[config.mk]
export PLATFORM = sky130hd
export DESIGN_NAME = candy_vend_fsm_flat
export DESIGN_NICKNAME = d
export VERILOG_FILES = /design/src/rtl/candy_vend_fsm_pkg.sv /design/src/rtl/candy_vend_fsm_if.sv /design/src/rtl/candy_vend_fsm_cycle_timer.sv /design/src/rtl/candy_vend_fsm.sv /design/src/flat_wrapper.sv
export SDC_FILE = /design/constraint.sdc
export NUM_CORES = 1
export LEC_CHECK = 0
export BUFFER_PORTS_ARGS = -buffer_cell sky130_fd_sc_hd__buf_2
export CAP_MARGIN = 0
export CORE_MARGIN = 1
export CORE_UTILIZATION = 35
export DETAILED_ROUTE_END_ITERATION = 10
export GPL_TIMING_DRIVEN = 0
export HOLD_SLACK_MARGIN = 0.08
export SYNTH_ARGS = -nofsm -noshare
export SYNTH_HDL_FRONTEND = slang
export SYNTH_SLANG_ARGS = --single-unit
[constraint.sdc]
create_clock -name clk -period 4.1 [get_ports clk]
set_input_delay 0.82 -clock clk [delete_from_list [all_inputs] [get_ports clk]]
set_output_delay 0.82 -clock clk [all_outputs]
set_load 0.01 [all_outputs]
[src/rtl/candy_vend_fsm_pkg.sv]
// Shared constants and state encoding for the candy vending control core.
package candy_pkg;

    localparam int unsigned COIN_NICKEL    = 5;
    localparam int unsigned COIN_DIME      = 10;
    localparam int unsigned COIN_QUARTER   = 25;

    localparam int unsigned DEF_PRICE      = 65;
    localparam int unsigned DEF_MAX_CREDIT = 100;

    typedef enum logic [1:0] {
        IDLE     = 2'd0,
        DISPENSE = 2'd1,
        CHANGE   = 2'd2
    } state_t;

endpackage

[src/rtl/candy_vend_fsm_if.sv]
// Coin/button pulses in, credit and actuator drives out.
interface candy_vend_fsm_if #(
    parameter int unsigned CREDIT_W = 8
);
    logic                coin_5;
    logic                coin_10;
    logic                coin_25;
    logic                select;
    logic                cancel;
    logic [CREDIT_W-1:0] credit;
    logic                dispense;
    logic                change_nickel;
    logic                coin_reject;
    logic                insufficient;
    logic                busy;

    modport master (
        output coin_5, coin_10, coin_25, select, cancel,
        input  credit, dispense, change_nickel, coin_reject, insufficient, busy
    );

    modport slave (
        input  coin_5, coin_10, coin_25, select, cancel,
        output credit, dispense, change_nickel, coin_reject, insufficient, busy
    );
endinterface

[src/rtl/candy_vend_fsm_cycle_timer.sv]
// Loadable down-counter; done is high whenever the count has reached zero.
module cycle_timer #(
    parameter int unsigned W = 8
) (
    input  logic         clk,
    input  logic         reset,
    input  logic         load,
    input  logic [W-1:0] load_val,
    output logic         done
);

    logic [W-1:0] count;

    always_ff @(posedge clk or posedge reset) begin
        if (reset)
            count <= '0;
        else if (load)
            count <= load_val;
        else if (count != '0)
            count <= count - 1'b1;
    end

    always_comb done = (count == '0);

endmodule

[src/rtl/candy_vend_fsm.sv]
// Vending control core: credit accumulation, dispense timing, nickel change train.
module candy_vend_fsm
    import candy_pkg::*;
#(
    parameter int unsigned PRICE       = DEF_PRICE,
    parameter int unsigned MAX_CREDIT  = DEF_MAX_CREDIT,
    parameter int unsigned CREDIT_W    = 8,
    parameter int unsigned DISP_CYCLES = 4,
    parameter int unsigned CHG_GAP     = 3
) (
    input  logic              clk,
    input  logic              reset,
    candy_vend_fsm_if.slave   bus
);

    localparam int unsigned SUM_W = CREDIT_W + 1;
    localparam int unsigned TMR_W = 8;

    state_t              state_q, state_d;
    logic [CREDIT_W-1:0] credit_q, credit_d;
    logic                dispense_q, change_q, reject_q, insuff_q, busy_q;
    logic                change_d, reject_d, insuff_d;
    logic                tmr_load, tmr_done;
    logic [TMR_W-1:0]    tmr_val;
    logic [SUM_W-1:0]    coin_sum, credit_sum;
    logic                coin_any;

    cycle_timer #(.W(TMR_W)) u_timer (
        .clk      (clk),
        .reset    (reset),
        .load     (tmr_load),
        .load_val (tmr_val),
        .done     (tmr_done)
    );

    // One extra bit so simultaneous coins on top of full credit cannot wrap.
    always_comb begin
        coin_sum   = (bus.coin_5  ? SUM_W'(COIN_NICKEL)  : '0)
                   + (bus.coin_10 ? SUM_W'(COIN_DIME)    : '0)
                   + (bus.coin_25 ? SUM_W'(COIN_QUARTER) : '0);
        credit_sum = {1'b0, credit_q} + coin_sum;
        coin_any   = bus.coin_5 | bus.coin_10 | bus.coin_25;
    end

    always_comb begin
        state_d  = state_q;
        credit_d = credit_q;
        change_d = 1'b0;
        reject_d = 1'b0;
        insuff_d = 1'b0;
        tmr_load = 1'b0;
        tmr_val  = '0;
        case (state_q)
            IDLE: begin
                if (bus.cancel) begin
                    reject_d = coin_any;
                    if (credit_q != '0) begin
                        state_d  = CHANGE;
                        credit_d = credit_q - CREDIT_W'(COIN_NICKEL);
                        change_d = 1'b1;
                        tmr_load = 1'b1;
                        tmr_val  = TMR_W'(CHG_GAP - 1);
                    end
                end else if (bus.select && credit_q >= CREDIT_W'(PRICE)) begin
                    reject_d = coin_any;
                    state_d  = DISPENSE;
                    credit_d = credit_q - CREDIT_W'(PRICE);
                    tmr_load = 1'b1;
                    tmr_val  = TMR_W'(DISP_CYCLES - 1);
                end else begin
                    insuff_d = bus.select;
                    if (coin_any) begin
                        if (credit_sum <= SUM_W'(MAX_CREDIT))
                            credit_d = credit_sum[CREDIT_W-1:0];
                        else
                            reject_d = 1'b1;
                    end
                end
            end
            DISPENSE: begin
                reject_d = coin_any;
                if (tmr_done) begin
                    if (credit_q != '0) begin
                        state_d  = CHANGE;
                        credit_d = credit_q - CREDIT_W'(COIN_NICKEL);
                        change_d = 1'b1;
                        tmr_load = 1'b1;
                        tmr_val  = TMR_W'(CHG_GAP - 1);
                    end else begin
                        state_d = IDLE;
                    end
                end
            end
            CHANGE: begin
                reject_d = coin_any;
                // Credit already hit zero on the last pulse: leave the following cycle.
                if (credit_q == '0) begin
                    state_d = IDLE;
                end else if (tmr_done) begin
                    credit_d = credit_q - CREDIT_W'(COIN_NICKEL);
                    change_d = 1'b1;
                    tmr_load = 1'b1;
                    tmr_val  = TMR_W'(CHG_GAP - 1);
                end
            end
            default: state_d = IDLE;
        endcase
    end

    always_ff @(posedge clk or posedge reset) begin
        if (reset) begin
            state_q    <= IDLE;
            credit_q   <= '0;
            dispense_q <= 1'b0;
            change_q   <= 1'b0;
            reject_q   <= 1'b0;
            insuff_q   <= 1'b0;
            busy_q     <= 1'b0;
        end else begin
            state_q    <= state_d;
            credit_q   <= credit_d;
            dispense_q <= (state_d == DISPENSE);
            change_q   <= change_d;
            reject_q   <= reject_d;
            insuff_q   <= insuff_d;
            busy_q     <= (state_d != IDLE);
        end
    end

    always_comb begin
        bus.credit        = credit_q;
        bus.dispense      = dispense_q;
        bus.change_nickel = change_q;
        bus.coin_reject   = reject_q;
        bus.insufficient  = insuff_q;
        bus.busy          = busy_q;
    end

endmodule

[src/flat_wrapper.sv]
// flat-port wrapper written by rule: the top's interface ports become plain ports
module candy_vend_fsm_flat import candy_pkg::*;
#(
    parameter int unsigned PRICE       = DEF_PRICE,
    parameter int unsigned MAX_CREDIT  = DEF_MAX_CREDIT,
    parameter int unsigned CREDIT_W    = 8,
    parameter int unsigned DISP_CYCLES = 4,
    parameter int unsigned CHG_GAP     = 3
)
  (clk, reset, bus_coin_5, bus_coin_10, bus_coin_25, bus_select, bus_cancel, bus_credit, bus_dispense, bus_change_nickel, bus_coin_reject, bus_insufficient, bus_busy);
  candy_vend_fsm_if #(.CREDIT_W(CREDIT_W)) bus_i ();
  input  logic clk;
  input  logic reset;
  input wire logic [$bits(bus_i.coin_5)-1:0] bus_coin_5;
  input wire logic [$bits(bus_i.coin_10)-1:0] bus_coin_10;
  input wire logic [$bits(bus_i.coin_25)-1:0] bus_coin_25;
  input wire logic [$bits(bus_i.select)-1:0] bus_select;
  input wire logic [$bits(bus_i.cancel)-1:0] bus_cancel;
  output wire logic [$bits(bus_i.credit)-1:0] bus_credit;
  output wire logic [$bits(bus_i.dispense)-1:0] bus_dispense;
  output wire logic [$bits(bus_i.change_nickel)-1:0] bus_change_nickel;
  output wire logic [$bits(bus_i.coin_reject)-1:0] bus_coin_reject;
  output wire logic [$bits(bus_i.insufficient)-1:0] bus_insufficient;
  output wire logic [$bits(bus_i.busy)-1:0] bus_busy;
  assign bus_i.coin_5 = bus_coin_5;
  assign bus_i.coin_10 = bus_coin_10;
  assign bus_i.coin_25 = bus_coin_25;
  assign bus_i.select = bus_select;
  assign bus_i.cancel = bus_cancel;
  assign bus_credit = bus_i.credit;
  assign bus_dispense = bus_i.dispense;
  assign bus_change_nickel = bus_i.change_nickel;
  assign bus_coin_reject = bus_i.coin_reject;
  assign bus_insufficient = bus_i.insufficient;
  assign bus_busy = bus_i.busy;
  candy_vend_fsm #(.PRICE(PRICE), .MAX_CREDIT(MAX_CREDIT), .CREDIT_W(CREDIT_W), .DISP_CYCLES(DISP_CYCLES), .CHG_GAP(CHG_GAP)) u_core (.clk(clk), .reset(reset), .bus(bus_i));
endmodule
==> run_results.csv <==
group,metric,value,unit
setup_path,cp_max_fo,8,
synth,netlist_instances,247,
cells_and_area,nets,298,
clock_network,number_of_buffers_added_by_the_clock_tree_synthesis_step,3,
sta,final.period_utilization,0.9185,
cells_and_area,final_area,2246,µm²
pwr,power.share.switching,0.5082,
cells_and_area,layout_commonest_cell,"sky130_fd_sc_hd__nor2_1",
sta,finalCriticalPeriod,3.766,ns
sta,fmaxAchievable,265.5,MHz
synth,synth_nets,274,
cells_and_area,layout_common_cells,"26 x sky130_fd_sc_hd__nor2_1, 24 x sky130_fd_sc_hd__inv_1, 23 x sky130_fd_sc_hd__dfrtp_1, 22 x sky130_fd_sc_hd__a21oi_1, 20 x sky130_fd_sc_hd__buf_2",
pwr,power_per_cell_area,908.0,nW/µm²
synth,syn_area,2014,µm²
global_route,antenna_found_initial,0,
setup_path,crit_path_arrival_time,3.92,ns
worst_hold_path,worstHoldEndpoint,"u_core.u_timer.count[1]",
pwr,vdd.ir_drop.worst,441.1,µV
sta,rsz0062_at_grt,"no",
synth,sequential_area_share_after_synthesis,0.2857,
synth,postSynth.topFlopCell,"sky130_fd_sc_hd__dfrtp_1",
global_route,top_usage_layer,"met2",
synth,synth_top_family_by_area,"compound AO/OA/AOI/OAI gates",
run_status,outcome,"finished, final reports clean",
floorplanning,initial_utilization,0.3636,
pwr,leakage_power_figure,1.029,nW
clock_network,clkSinkCount,23,
clock_network,worstSkewPairLatency,0.27,ns
worst_hold_path,timing.hold.worst.start,"u_core.u_timer.count[1]",
clock_network,post_cts_hold_buffer_count,0,
floorplanning,die_h,77.87,µm
drt,firstDrtPassIters,4,
pwr,internal_power,1.003,mW
clock_network,cts_resized,0,
clock_network,post-cts-setup-buffer-count,0,
drt,wl_per_cell,13.75,µm
flow_run,maxCapViolations,0,
drt,routed_via_density,5.307,
clock_network,ctsRootBufferMaster,"sky130_fd_sc_hd__clkbuf_8",
worst_hold_path,hold_class,"flop to flop",
placed_design,io_buffer_count,19,
drt,routed_wl,4703,µm
clock_network,h-tree-depth,1,
placed_design,place_congestion,0.8564,
floorplanning,die_area,6063,µm²
floorplanning,num_rows,27,
drt,via_count,1815,
setup_path,setup_slack_of_the_most_critical_reg_to_reg_path,0.33,ns
synth,multiplexer_share_of_the_synthesized_area,0.03292,
synth,post_synth_and_or_nand_nor_area_fraction,0.2155,
setup_path,r2r-end,"u_core.bus.credit[1]",
global_route,global_route_wire_length_before_repair,8238,µm
cells_and_area,instances_no_fill,342,
cells_and_area,layout-area-overhead-vs-synth,11.49,%
setup_path,worst_r2r_startpoint,"u_core.bus.credit[0]",
pwr,pwr-share-clk,0.070,
sta,timing_hold_violations_final,0,
sta,setup_tns,0,ns
placed_design,dp_hpwl,3637,µm
clock_network,clock_path_buffers,2,
sta,worst-slew-pin-transition,0.8793,ns
synth,compound_gate_fraction_of_synth_area,0.2348,
sta,drv_slew,0,
setup_path,setup.worst_path.start_class,"flop",
setup_path,critical_path_required,4.25,ns
setup_path,cp-end-kind,"flop",
global_route,grt_pass1_vias,1823,
synth,synth_async_sr_flop_share,1.000,
global_route,globalRoute.totalOverflow,0,
clock_network,cts.clk_slew.worst_paths,0.08,ns
pwr,switching_pwr,1.036,mW
floorplanning,ios,20,
cells_and_area,drive_gt1_frac,0.1111,
placed_design,numPlacedInstances,338,
drt,drtIter0Drc,70,
synth,synth.lib_cells_used.distinct,47,
synth,synth_warnings,0,
global_route,grt_start_max_net_pins,24,
drt,detail-route-antenna-nets,0,
pwr,reg_power_frac,0.218,
cells_and_area,antenna-diode-count,0,
synth,synthesis.area_per_instance,8.156,µm²
pwr,totalPowerFinal,2.039,mW
worst_hold_path,min_path_cells,2,
cells_and_area,fin_util,0.4054,
clock_network,tritoncts,"built",
sta,final-setup-viol-count,0,
synth,synth_seq_cells,23,
sta,worst_clock_skew,0.004437,ns
synth,synthAdderAreaFrac,0.1354,
global_route,grt_use_met1,0.2104,
global_route,globalRouteTotalUtil,0.1691,
synth,synth_enable_flop_cells,0,
sta,worst_slew_margin_rel,0.4131,
synth,synth-xor-area-share,0.03913,
pwr,p_comb_frac,0.712,
placed_design,placed_area,2200,µm²
setup_path,setup.worst_path.class,"flop to flop",
floorplanning,core-area,5540,µm²
drt,drc_errors,0,
global_route,globalRouteMet3Util,0.02706,
setup_path,rr_worst_depth,13,
floorplanning,fp.dieW,77.87,µm
global_route,grt_use_met2,0.2991,
[worst max-delay path, cell delays in order, from the launching register on]
cell and delay [ns]:
sky130_fd_sc_hd__dfrtp_1 0.50, sky130_fd_sc_hd__inv_1 0.21, sky130_fd_sc_hd__fa_1 0.44, sky130_fd_sc_hd__inv_1 0.06, sky130_fd_sc_hd__ha_1 0.16, sky130_fd_sc_hd__inv_1 0.06
sky130_fd_sc_hd__fa_1 0.40, sky130_fd_sc_hd__nand2b_1 0.18, sky130_fd_sc_hd__a21o_1 0.20, sky130_fd_sc_hd__or4_4 0.53, sky130_fd_sc_hd__mux2i_4 0.20, sky130_fd_sc_hd__a31oi_4 0.17
sky130_fd_sc_hd__nor2_1 0.20, sky130_fd_sc_hd__mux2_1 0.34
[through the flow]
step                      setup slack (ns)  hold WS (ns)
after floorplan                     0.4136        0.5111
after global placement              0.1105        0.5402
after detailed placement           0.07323        0.5339
after CTS                           0.3261        0.5627
after global routing                0.1115        0.6089
final                               0.3342        0.5635
[flip-flops by register name, indices dropped and copies added (netlist names)]
name and flops:
u_core.bus.credit 8, u_core.u_timer.count 8, u_core.state_q 2, u_core.bus.busy 1, u_core.bus.change_nickel 1, u_core.bus.coin_reject 1
u_core.bus.dispense 1, u_core.bus.insufficient 1
[how the worst max path moves through the flow]
stage | startpoint | to | slack (ns)
2_1_floorplan | bus_coin_25 | u_core.bus.credit[0] | 0.41
3_3_place_gp | bus_coin_25 | u_core.bus.credit[0] | 0.11
3_5_place_dp | bus_coin_25 | u_core.bus.credit[0] | 0.07
4_1_cts | u_core.bus.credit[0] | u_core.bus.credit[0] | 0.33
5_1_grt | u_core.bus.credit[0] | u_core.bus.credit[0] | 0.11
6_report | u_core.bus.credit[0] | u_core.bus.credit[1] | 0.33
[cells by family (layout without fill, tap and decap cells)]
logic type,after synthesis,count (layout)
AOI/OAI and AO/OA,74,74
xor gates and xnor gates,9,9
adders and majority gates,20,20
buffers and inverters,30,53
DFF,23,23
muxes,5,5
and+or+nand+nor,86,86
[final cells by class]
| cell class | instances | area [µm²] |
|---|---|---|
| Fill cell | 600 | 3294 |
| Multi-Input combinational cell | 194 | 1325 |
| Sequential cell | 23 | 575.6 |
| Timing Repair Buffer | 19 | 95.09 |
| Inverter | 24 | 90.09 |
| Tap cell | 72 | 90.09 |
| Clock buffer | 3 | 41.29 |
| Buffer | 6 | 23.77 |
| Clock inverter | 1 | 5.005 |
[synthesized netlist by cell type, types with 2 or more instances]
master,count,area (µm²)
sky130_fd_sc_hd__ha_1,17,212.7
sky130_fd_sc_hd__dfrtp_1,23,575.6
sky130_fd_sc_hd__o21ai_0,12,60.06
sky130_fd_sc_hd__nand2_1,17,63.81
sky130_fd_sc_hd__a21o_1,3,22.52
sky130_fd_sc_hd__a221oi_1,2,17.52
sky130_fd_sc_hd__nor3b_1,2,15.01
sky130_fd_sc_hd__a211o_1,3,26.28
sky130_fd_sc_hd__xor2_1,5,43.79
sky130_fd_sc_hd__a31oi_1,6,37.54
sky130_fd_sc_hd__fa_1,3,60.06
sky130_fd_sc_hd__nand3_1,8,40.04
sky130_fd_sc_hd__a21oi_1,22,110.1
sky130_fd_sc_hd__o31ai_1,5,37.54
sky130_fd_sc_hd__xnor2_1,4,35.03
sky130_fd_sc_hd__nor2b_1,5,31.28
sky130_fd_sc_hd__inv_1,24,90.09
sky130_fd_sc_hd__nand2b_1,11,68.82
sky130_fd_sc_hd__mux2_1,2,22.52
sky130_fd_sc_hd__clkbuf_1,5,18.77
sky130_fd_sc_hd__nand4_1,2,12.51
sky130_fd_sc_hd__nor2_1,26,97.59
sky130_fd_sc_hd__a211oi_1,3,22.52
sky130_fd_sc_hd__nor3_1,6,30.03
sky130_fd_sc_hd__o22ai_1,4,25.02
sky130_fd_sc_hd__o21ai_1,6,30.03
[power groups by stage]
stage               Combinational, mW  Clock (mW)  Sequential, mW
detailed placement               1.44           0           0.451
CTS                              1.46       0.152           0.447
global route                     1.65       0.159           0.464
global placement                 1.43           0           0.448
finish                           1.45       0.143           0.444
floorplan                        1.10           0           0.445
[metal layers]
layer / vias up / share of wire
met2: 27 / 0.48
met5: - / 0
met3: 11 / 0.024
li1: 923 / -
met4: 0 / 0.016
met1: 854 / 0.48
No activity file was read; power rests on OpenSTA's default activity.
